<file path="src/rtl/ram_arb_pkg.sv">
// Shared definitions for the two-master RAM arbiter: FSM state encoding,
// master indices and default geometry.
package ram_arb_pkg;

  localparam int ADDR_W_DEF    = 10;
  localparam int DATA_W_DEF    = 32;
  localparam int MAX_BURST_DEF = 4;

  localparam int M_CPU = 0;
  localparam int M_AUX = 1;

  localparam logic [1:0] ST_IDLE = 2'd0;
  localparam logic [1:0] ST_OWN0 = 2'd1;
  localparam logic [1:0] ST_OWN1 = 2'd2;

  typedef enum logic [1:0] {
    IDLE = ST_IDLE,
    OWN0 = ST_OWN0,
    OWN1 = ST_OWN1
  } arb_state_e;

endpackage

</file>
<file path="src/rtl/ram_arbiter_pick.sv">
// Two-way tie-break: a lone requester wins outright; on a tie the pointer
// names the favoured master (0 = CPU, 1 = AUX).
module arb_rr_pick
  import ram_arb_pkg::*;
(
  input  logic [1:0] req,
  input  logic       ptr,
  output logic [1:0] pick
);

  always_comb begin
    pick = 2'b00;
    if (req[M_CPU] && req[M_AUX]) begin
      pick[M_AUX] = ptr;
      pick[M_CPU] = ~ptr;
    end else begin
      pick = req;
    end
  end

endmodule

</file>
<file path="src/rtl/ram_arbiter.sv">
// Two-master arbiter for a single-port data RAM with lockable bursts.
// Define RAM_ARB_ROUND_ROBIN_EN for round-robin tie-break; default is fixed priority to master 0.
module ram_arbiter
  import ram_arb_pkg::*;
#(
  parameter int ADDR_W    = ADDR_W_DEF,
  parameter int DATA_W    = DATA_W_DEF,
  parameter int MAX_BURST = MAX_BURST_DEF
) (
  input  logic                  clk,
  input  logic                  rst,
  input  logic [1:0]            req_i,
  input  logic [1:0]            lock_i,
  input  logic [2*DATA_W/8-1:0] we_i,
  input  logic [2*ADDR_W-1:0]   addr_i,
  input  logic [2*DATA_W-1:0]   wdata_i,
  output logic [1:0]            gnt_o,
  output logic [1:0]            rvalid_o,
  output logic [DATA_W-1:0]     rdata_o,
  output logic [ADDR_W-1:0]     ram_addr_o,
  output logic [DATA_W/8-1:0]   ram_wea_o,
  output logic [DATA_W-1:0]     ram_dina_o,
  input  logic [DATA_W-1:0]     ram_douta_i
);

  localparam int BE_W  = DATA_W / 8;
  localparam int CNT_W = $clog2(MAX_BURST + 1);

  logic [1:0]       state;
  logic [CNT_W-1:0] burst_cnt;
  logic [1:0]       rvalid_q;
  logic [1:0]       own_mask;
  logic [1:0]       cand;
  logic [1:0]       pick;
  logic             at_limit;
  logic             keep;
  logic             ptr;

  logic [BE_W-1:0]   we0, we1;
  logic [ADDR_W-1:0] addr0, addr1;
  logic [DATA_W-1:0] wdata0, wdata1;

  assign we0    = we_i[BE_W-1:0];
  assign we1    = we_i[2*BE_W-1:BE_W];
  assign addr0  = addr_i[ADDR_W-1:0];
  assign addr1  = addr_i[2*ADDR_W-1:ADDR_W];
  assign wdata0 = wdata_i[DATA_W-1:0];
  assign wdata1 = wdata_i[2*DATA_W-1:DATA_W];

  assign own_mask = (state == ST_OWN0) ? 2'b01 :
                    (state == ST_OWN1) ? 2'b10 : 2'b00;
  assign at_limit = (burst_cnt >= CNT_W'(MAX_BURST));

  // The owner keeps the RAM unless a competitor has waited out a full burst.
  assign keep = (|(req_i & own_mask)) && !((|(req_i & ~own_mask)) && at_limit);
  assign cand = req_i & ~own_mask;

  arb_rr_pick u_pick (
    .req  (cand),
    .ptr  (ptr),
    .pick (pick)
  );

  assign gnt_o = rst ? 2'b00 : (keep ? own_mask : pick);

`ifdef RAM_ARB_ROUND_ROBIN_EN
  logic ptr_q;
  assign ptr = ptr_q;

  // After a fresh grant the other master becomes favoured for the next tie.
  always_ff @(posedge clk) begin
    if (rst) begin
      ptr_q <= 1'b0;
    end else if ((|gnt_o) && !keep) begin
      ptr_q <= gnt_o[M_CPU];
    end
  end
`else
  assign ptr = 1'b0;
`endif

  always_ff @(posedge clk) begin
    if (rst) begin
      state     <= ST_IDLE;
      burst_cnt <= '0;
      rvalid_q  <= 2'b00;
    end else begin
      rvalid_q[M_CPU] <= gnt_o[M_CPU] && (we0 == '0);
      rvalid_q[M_AUX] <= gnt_o[M_AUX] && (we1 == '0);
      if (|(gnt_o & lock_i)) begin
        state <= gnt_o[M_AUX] ? ST_OWN1 : ST_OWN0;
        if (!keep) begin
          burst_cnt <= CNT_W'(1);
        end else if (!at_limit) begin
          burst_cnt <= burst_cnt + 1'b1;
        end
      end else begin
        state     <= ST_IDLE;
        burst_cnt <= '0;
      end
    end
  end

  always_comb begin
    ram_addr_o = '0;
    ram_wea_o  = '0;
    ram_dina_o = '0;
    if (gnt_o[M_AUX]) begin
      ram_addr_o = addr1;
      ram_wea_o  = we1;
      ram_dina_o = wdata1;
    end else if (gnt_o[M_CPU]) begin
      ram_addr_o = addr0;
      ram_wea_o  = we0;
      ram_dina_o = wdata0;
    end
  end

  assign rvalid_o = rvalid_q;
  assign rdata_o  = ram_douta_i;

endmodule

</file>
<file path="config.mk">
export PLATFORM = sky130hd
export DESIGN_NAME = ram_arbiter
export DESIGN_NICKNAME = d
export VERILOG_FILES = /design/src/rtl/ram_arb_pkg.sv /design/src/rtl/ram_arbiter_pick.sv /design/src/rtl/ram_arbiter.sv
export SDC_FILE = /design/constraint.sdc
export NUM_CORES = 1
export LEC_CHECK = 0
export ABC_CLOCK_PERIOD_IN_PS = 5500
export CAP_MARGIN = 5
export CORE_AREA = 2 2 82 84
export CTS_CLUSTER_DIAMETER = 50
export CTS_CLUSTER_SIZE = 16
export DETAILED_ROUTE_END_ITERATION = 8
export DIE_AREA = 0 0 84 86
export PLACE_DENSITY = 0.74
export SLEW_MARGIN = 10
export SYNTH_ARGS = -nofsm -noshare
export SYNTH_HDL_FRONTEND = slang
export SYNTH_SLANG_ARGS = --single-unit
</file>
<file path="constraint.sdc">
create_clock -name clk -period 5.5 [get_ports clk]
set_clock_uncertainty 0.05 [all_clocks]
set_input_delay 1.1 -clock clk [delete_from_list [all_inputs] [get_ports clk]]
set_output_delay 1.1 -clock clk [all_outputs]
set_load 0.005 [all_outputs]
</file>
==> After elaboration in Yosys (flattened, before gate mapping) <==
Cells that the tools add are included.
{ "totals": {"reg_bits": 7, "latch_bits": 0, "n_memories": 0, "rom_bits": 0, "ram_bits": 0, "word_cells": 42, "out_inout_bits": 82} }
{ "op_classes": {"n_bitwise": 6, "magnitude_cmp": 1, "n_div": 0, "multipliers": 0, "n_eq_ne": 3, "n_reduce_logical": 13, "n_mux": 14, "n_shift": 0, "n_addsub": 1} }
{ "op_table": {"columns": ["cell", "count"], "rows": [
  ["32-bit two-way mux", 2],
  ["10-bit two-way mux", 2],
  ["2-bit two-way mux", 6],
  ["4-bit zero test", 2],
  ["4-bit two-way mux", 2],
  ["2-bit OR reduction", 4],
  ["2-bit bitwise AND", 3],
  ["1-bit logical AND", 5],
  ["3-bit by 1-bit adder with 3-bit output (second input constant)", 1],
  ["3-bit greater-or-equal comparator (second input constant)", 1],
  ["3-bit OR reduction", 1],
  ["2-bit by 1-bit equality test with 1-bit output (second input constant)", 1],
  ["2-bit equality test (second input constant)", 1],
  ["1-bit two-way mux", 2],
  ["2-bit inequality test (second input constant)", 1],
  ["1-bit inverter", 2],
  ["2-bit inverter", 1],
  ["1-bit zero test", 1]
]} }

==> Logic depth before layout (Yosys ltp) <==
Gate-level depths: netlist of the first run.
{ "depth": {"word_depth": 15, "ltp_mapped": 6} }

==> Hierarchy <==
Synthesis of the first run repeated with hierarchy kept, for this count alone.
{ "hier_totals": {"hier_cells": 142, "hier_area_um2": 1153.6} }
{ "modules_own_cells": {"columns": ["module", "instances", "seq_area_each_um2", "area_per_inst_um2", "cells_per_inst"], "rows": [
  ["ram_arbiter", 1, 140.1, 1134.8, 139],
  ["arb_rr_pick", 1, 0.0, 18.8, 3]
]} }

==> Worst setup path after synthesis of the first run <==
Ideal clock, no wire load.
{ "synth_path": {"path_type": "input to output", "startpoint": "in req_i[1]", "endpoint": "out ram_addr_o[2]", "arrival_time_ns": 2.158, "n_path_buf": 2, "slack_ns": 2.192, "stages": 5, "path_cell_list": "nand4bb_1 > and4b_1 > clkbuf_1 > clkbuf_1 > a22o_1"} }
{ "synth_between": {"elab_chain_len": 9, "word_cells_on_any_way": 13, "cone_classes": "5 x mux; 2 x bitwise; 6 x reduce/logical"} }
{ "synth_rtl": {"columns": ["element", "line", "source"], "rows": [
  ["from (decl)", "ram_arbiter.sv:12", "input logic [1:0] req_i,"],
  ["2-bit bitwise AND", "ram_arbiter.sv:55, ram_arbiter.sv:56", null],
  ["2-bit OR reduction", "ram_arbiter.sv:55", "assign keep = (|(req_i & own_mask)) && !((|(req_i & ~own_mask)) && at_limit);"],
  ["1-bit logical AND", "ram_arbiter.sv:55", null],
  ["1-bit zero test", "ram_arbiter.sv:55", null],
  ["1-bit logical AND", "ram_arbiter.sv:55", null],
  ["2-bit two-way mux (*) (2 in series)", "ram_arbiter.sv:64", "assign gnt_o = rst ? 2'b00 : (keep ? own_mask : pick);"],
  ["10-bit two-way mux", "ram_arbiter.sv:112", "end else if (gnt_o[M_CPU]) begin"],
  ["10-bit two-way mux (*)", "ram_arbiter.sv:108", "if (gnt_o[M_AUX]) begin"],
  ["to (decl)", "ram_arbiter.sv:20", "output logic [ADDR_W-1:0] ram_addr_o,"]
]} }
Mark *: on every way between the ends. The rest lies on a longest branch, timed or not.

==> Final worst setup path of the first run <==
{ "layout_path": {"startpoint": "in req_i[1]", "endpoint": "out ram_addr_o[5]"} }
Same word-level chain as after synthesis.

==> impl_metrics.ini, run 1 <==
[timing]
fin_setup_tns_ps = 0
timing.fmax_mhz = 224
hold_violations = 0
rsz0062_at_grt = no
fin_crit_sh = 0.813
setup_viol = 0
max_slew_margin = 0.725
period_minus_slack_ps = 4470
slew_viol_final = 0
layout_setup_ws_ps = 1030
worst_slew_pin_slew_ps = 412

[run]
cap_violations = 0

[drt]
drt_wl_total_mm = 4.89
routed_via_density = 4.56
via_count = 1449
postRouteAntennaNets = 0
wire_per_inst_um = 15.4
drt-initial-drc-count = 50
dr.pass1.iters = 4
drc = 0

[synth]
yosysMostFrequentCell = a22o_1
yosysTopAreaCell = a22o_1
seq_area_frac_synth = 0.124
netlist_top_cells_count = a22o_1, buf_4, dfxtp_1, clkbuf_1, inv_1
synth_area_leaders = a22o_1, buf_4, dfxtp_1
avgSynthCellArea_um2 = 8.65
synth_cell_type_count = 27
yosys_warnings = 0
synth_top_flop_cell = dfxtp_1
synthCells = 131
synth_fp_nets = 263
syn_area_um2 = 1130
synth_top_area_share = 0.355
async_flop_share = 0
ys_ff_latch = 7
synth_edf_count = 0

[global_route]
grt_first_pass_wirelength_mm = 7.65
antenna_found_initial = 0
grt_pass1_vias = 1525
grt_usage = 0.130
grt_max_degree = 41
globalRoute.totalOverflow = 0

[floorplan]
initial_core_util = 0.181
die_h_um = 86
ios = 212
std_cell_rows = 29
coreArea_um2 = 6280
dieArea_um2 = 7220
die_x_um = 84

[placed_design]
dpl_cell_area_um2 = 2440
dpl.cell_count = 314
pre_cts_ws_ps = 1010
gp_congestion = 0.792
io_buffers = 147
dp_hpwl_mm = 4.03

[run_status]
outcome = complete, no violations

[worst_setup_path]
worstSetupEndpointType = primary output
crit_end = ram_addr_o[5]
required_ps = 4350
critPathKind = primary input to primary output
reg2reg_setup_slack_ps = 3490
start_kind = primary input
r2r_start = state[1]$_SDFF_PP0_
crit_fanout = 40
crit_start = req_i[1]
r2r_end = rvalid_o[1]$_SDFF_PP0_
crit_arrival_ps = 3320
r2r_cells = 4

[cts]
cts_inserted_buffers = 3
postCtsHoldBufs = 0
cts_tree = done
cts_sinks = 7
cts_max_level = 1
path_clk_slew_ps = 40
clockRootBuffer = clkbuf_8
cts.repair.resized = 0
clockBufferDepth = 2
cts_setup_buffers = 0
clock_latency_ps = 230

[cells_and_area]
drive_above_1_share = 0.0456
area_growth_pct = 119
stdcell_area_um2 = 2480
finalNonFillerCells = 318
nets = 374
antenna_cells = 0

[power]
power_leakage_uw = 0.000936
p_total_uw = 286
power_density_nw_per_um2 = 115
peakVddDrop_v = 0.0000458

[hold_path]
min_path_type = flop to flop
## power by group
group          internal (uW)  total [uW]  switching (uW)
registers               52.2        53.5            1.37
logic                    115         160            44.4
clock network           50.2        73.2            23.0
total                    218         286            68.7
## sequential cells by signal, indices dropped and copies added, names as in the netlist
register and flops:
rvalid_o 2, burst_cnt 3, state 2
## cell type report
type / count / area, um2
well taps: 77 / 96.3
inverters: 5 / 18.8
multi-input cells: 76 / 697
fillers: 613 / 3790
flip-flops and latches: 7 / 140
repair buffers: 149 / 1490
clock buffers: 4 / 45.0
## cell usage in the layout (no fill, tap or decap), types with 3 or more instances in the layout
cell	count
a22o_1	46
and2_1	3
inv_1	5
dfxtp_1	7
clkbuf_8	3
clkdlybuf4s50_1	147
## logic make-up after synthesis
kind of cell,Yosys count,synth area share
simple gates,18,0.111
buf+inv,48,0.276
xor+xnor,1,0.00773
mux,1,0.00883
compound gates,54,0.450
fa+ha+maj,2,0.0221
flops,7,0.124
## worst min path at each step
stage / start / depth (start not counted) / to
final: burst_cnt[0]$_SDFFE_PP0P_ / 2 / burst_cnt[0]$_SDFFE_PP0P_
after detailed placement: burst_cnt[0]$_SDFFE_PP0P_ / 2 / burst_cnt[0]$_SDFFE_PP0P_
after global placement: burst_cnt[0]$_SDFFE_PP0P_ / 2 / burst_cnt[0]$_SDFFE_PP0P_
after floorplan: burst_cnt[0]$_SDFFE_PP0P_ / 2 / burst_cnt[0]$_SDFFE_PP0P_
after global routing: burst_cnt[0]$_SDFFE_PP0P_ / 2 / burst_cnt[0]$_SDFFE_PP0P_
after CTS: burst_cnt[0]$_SDFFE_PP0P_ / 2 / burst_cnt[0]$_SDFFE_PP0P_
## per-layer routing
metal	vias to the layer above	track usage	wire, um
met5	-	0	0
met4	0	0.0513	72
met3	11	0.0279	396
met2	91	0.240	2480
met1	655	0.147	1940
li1	692	-	-
## per-stage QoR
step | hold WS [ps] | utilization
2_1_floorplan | 530 | -
5_1_grt | 613 | 0.396
6_report | 564 | 0.396
3_5_place_dp | 557 | 0.388
4_1_cts | 570 | 0.396
3_3_place_gp | 559 | 0.388
## critical path: stages
cell and delay [ps]:
clkdlybuf4s50_1 570, nand2b_1 150, a31oi_4 310, buf_4 440
a22o_1 220, clkdlybuf4s50_1 520
Power figures use the tool's default switching activity.
==> inputs of run 2 (changes only) <==
ABC_CLOCK_PERIOD_IN_PS = 4000   (was 5500)
CORE_AREA = default   (was 2 2 82 84)
CORE_MARGIN = 2   (was default)
CORE_UTILIZATION = 18   (was default)
DIE_AREA = default   (was 0 0 84 86)
PLACE_DENSITY = 0.77   (was 0.74)
clock period = 4 ns   (was 5.5 ns; I/O delays follow)
==> impl_metrics.ini, run 2 (synthesized netlist as in run 1, its figures left out) <==
[global_route]
grt_pass1_vias = 1441
grt_max_degree = 28
grt_usage = 0.128
antenna_found_initial = 0
busiest_layer = met2
globalRoute.totalOverflow = 0
met1_usage = 0.135
grt_first_pass_wirelength_mm = 7.38
grtUsageMet2 = 0.243
grt_use_met3 = 0.0338

[timing]
fin_setup_tns_ps = 0
setup_viol = 0
max_slew_margin = 0.803
timing.fmax_mhz = 282
layout_setup_ws_ps = 450
hold_violations = 0
rsz0062_at_grt = no
worst_slew_pin_slew_ps = 287
whs_ps = 596
period_minus_slack_ps = 3550
fin_crit_sh = 0.887
slew_viol_final = 0

[cts]
clockRootBuffer = clkbuf_8
cts_inserted_buffers = 3
cts_tree = done
clockBufferDepth = 2
cts_max_level = 1
path_clk_slew_ps = 50
cts_setup_buffers = 0
cts_sinks = 7
cts.repair.resized = 0
clock_latency_ps = 230
postCtsHoldBufs = 0

[power]
p_total_uw = 392
power_leakage_uw = 0.000949
peakVddDrop_v = 0.000106
power_density_nw_per_um2 = 157

[drt]
drt_wl_total_mm = 4.65
drt-initial-drc-count = 14
via_count = 1457
dr.pass1.iters = 4
wire_per_inst_um = 14.6
routed_via_density = 4.58
drc = 0
postRouteAntennaNets = 0

[cells_and_area]
largest_register_ffs = 3
mostFrequentLayoutCells = clkdlybuf4s50_1, a22o_1, dfxtp_1, inv_1, buf_4
nets = 376
antenna_cells = 0
regMostFlops = burst_cnt
area_growth_pct = 120
drive_above_1_share = 0.0576
layout_commonest_cell = clkdlybuf4s50_1
nFillCells = 578
finalCoreUtilization = 0.417

[worst_setup_path]
cp_slowest_cell = clkdlybuf4s50_1
crit_arrival_ps = 2700
cp_slowest_stage_delay_ps = 560
crit_start = req_i[1]
cp_top_family = buffers and inverters
worstSetupEndpointType = primary output
r2r_start = state[1]$_SDFF_PP0_
crit_chain = clkdlybuf4s50_1, nand2b_1, a31oi_4, buf_4, a22o_1, clkdlybuf4s50_1
path_common_cell = clkdlybuf4s50_1
start_kind = primary input
critPathKind = primary input to primary output
crit_fanout = 27
required_ps = 3150
cp_num_buf_inv = 3

[run_status]
outcome = complete, no violations

[floorplan]
die_h_um = 83.4
std_cell_rows = 28
coreArea_um2 = 5990
die_x_um = 83.4
ios = 212
dieArea_um2 = 6950
initial_core_util = 0.189

[placed_design]
gp_congestion = 0.799
pre_cts_ws_ps = 432
io_buffers = 147
dp_hpwl_mm = 3.91

[hold_path]
min_path_type = flop to flop
min_from = burst_cnt[0]$_SDFFE_PP0P_

[run]
cap_violations = 0
[run 2: cell count changes in the layout (fill, tap and decap cells not counted), sizes merged]
cell / change
buf: +2
clkbuf: -1
clkinv: +1
[run 2: worst reg2reg max path, stage by stage, from the launching register on]
cell and delay (ps):
dfxtp_1 440, or3b_4 440, a311o_4 460, a2111oi_4 350
[run 2: layout make-up]
class | instances | area (um2) | area share
clock buffers | 3 | 41.3 | 0.0165
clock inverters | 1 | 5.00 | 0.00200
inverters | 5 | 18.8 | 0.00752
multi-input cells | 76 | 697 | 0.279
flip-flops and latches | 7 | 140 | 0.0561
well taps | 75 | 93.8 | 0.0376
repair buffers | 151 | 1500 | 0.601
[run 2: report_power, final]
group	internal [uW]	switching [uW]	total, uW
Combinational	160	59.9	220
Sequential	71.7	1.83	73.5
Clock	67.5	31.3	98.8
Total	299	93.0	392
[run 2: per-stage QoR]
stage               std cells  instance area, um2
floorplan                 131                1130
global placement          314                2450
detailed placement        314                2450
CTS                       318                2500
global route              318                2500
finish                    318                2500
[run 2: worst paths after layout]
path	slack (ps)	to	cells past startpoint
setup / recovery	450	ram_wea_o[0]	6
hold / removal	600	burst_cnt[0]$_SDFFE_PP0P_	2
setup reg to reg	2170	burst_cnt[2]$_SDFFE_PP0P_	3
hold reg to reg	600	burst_cnt[0]$_SDFFE_PP0P_	2
[run 2: per-layer routing]
layer	share of wire	wire, um
met3	0.095	440
met1	0.37	1730
met2	0.51	2360
met5	0	0
met4	0.026	122
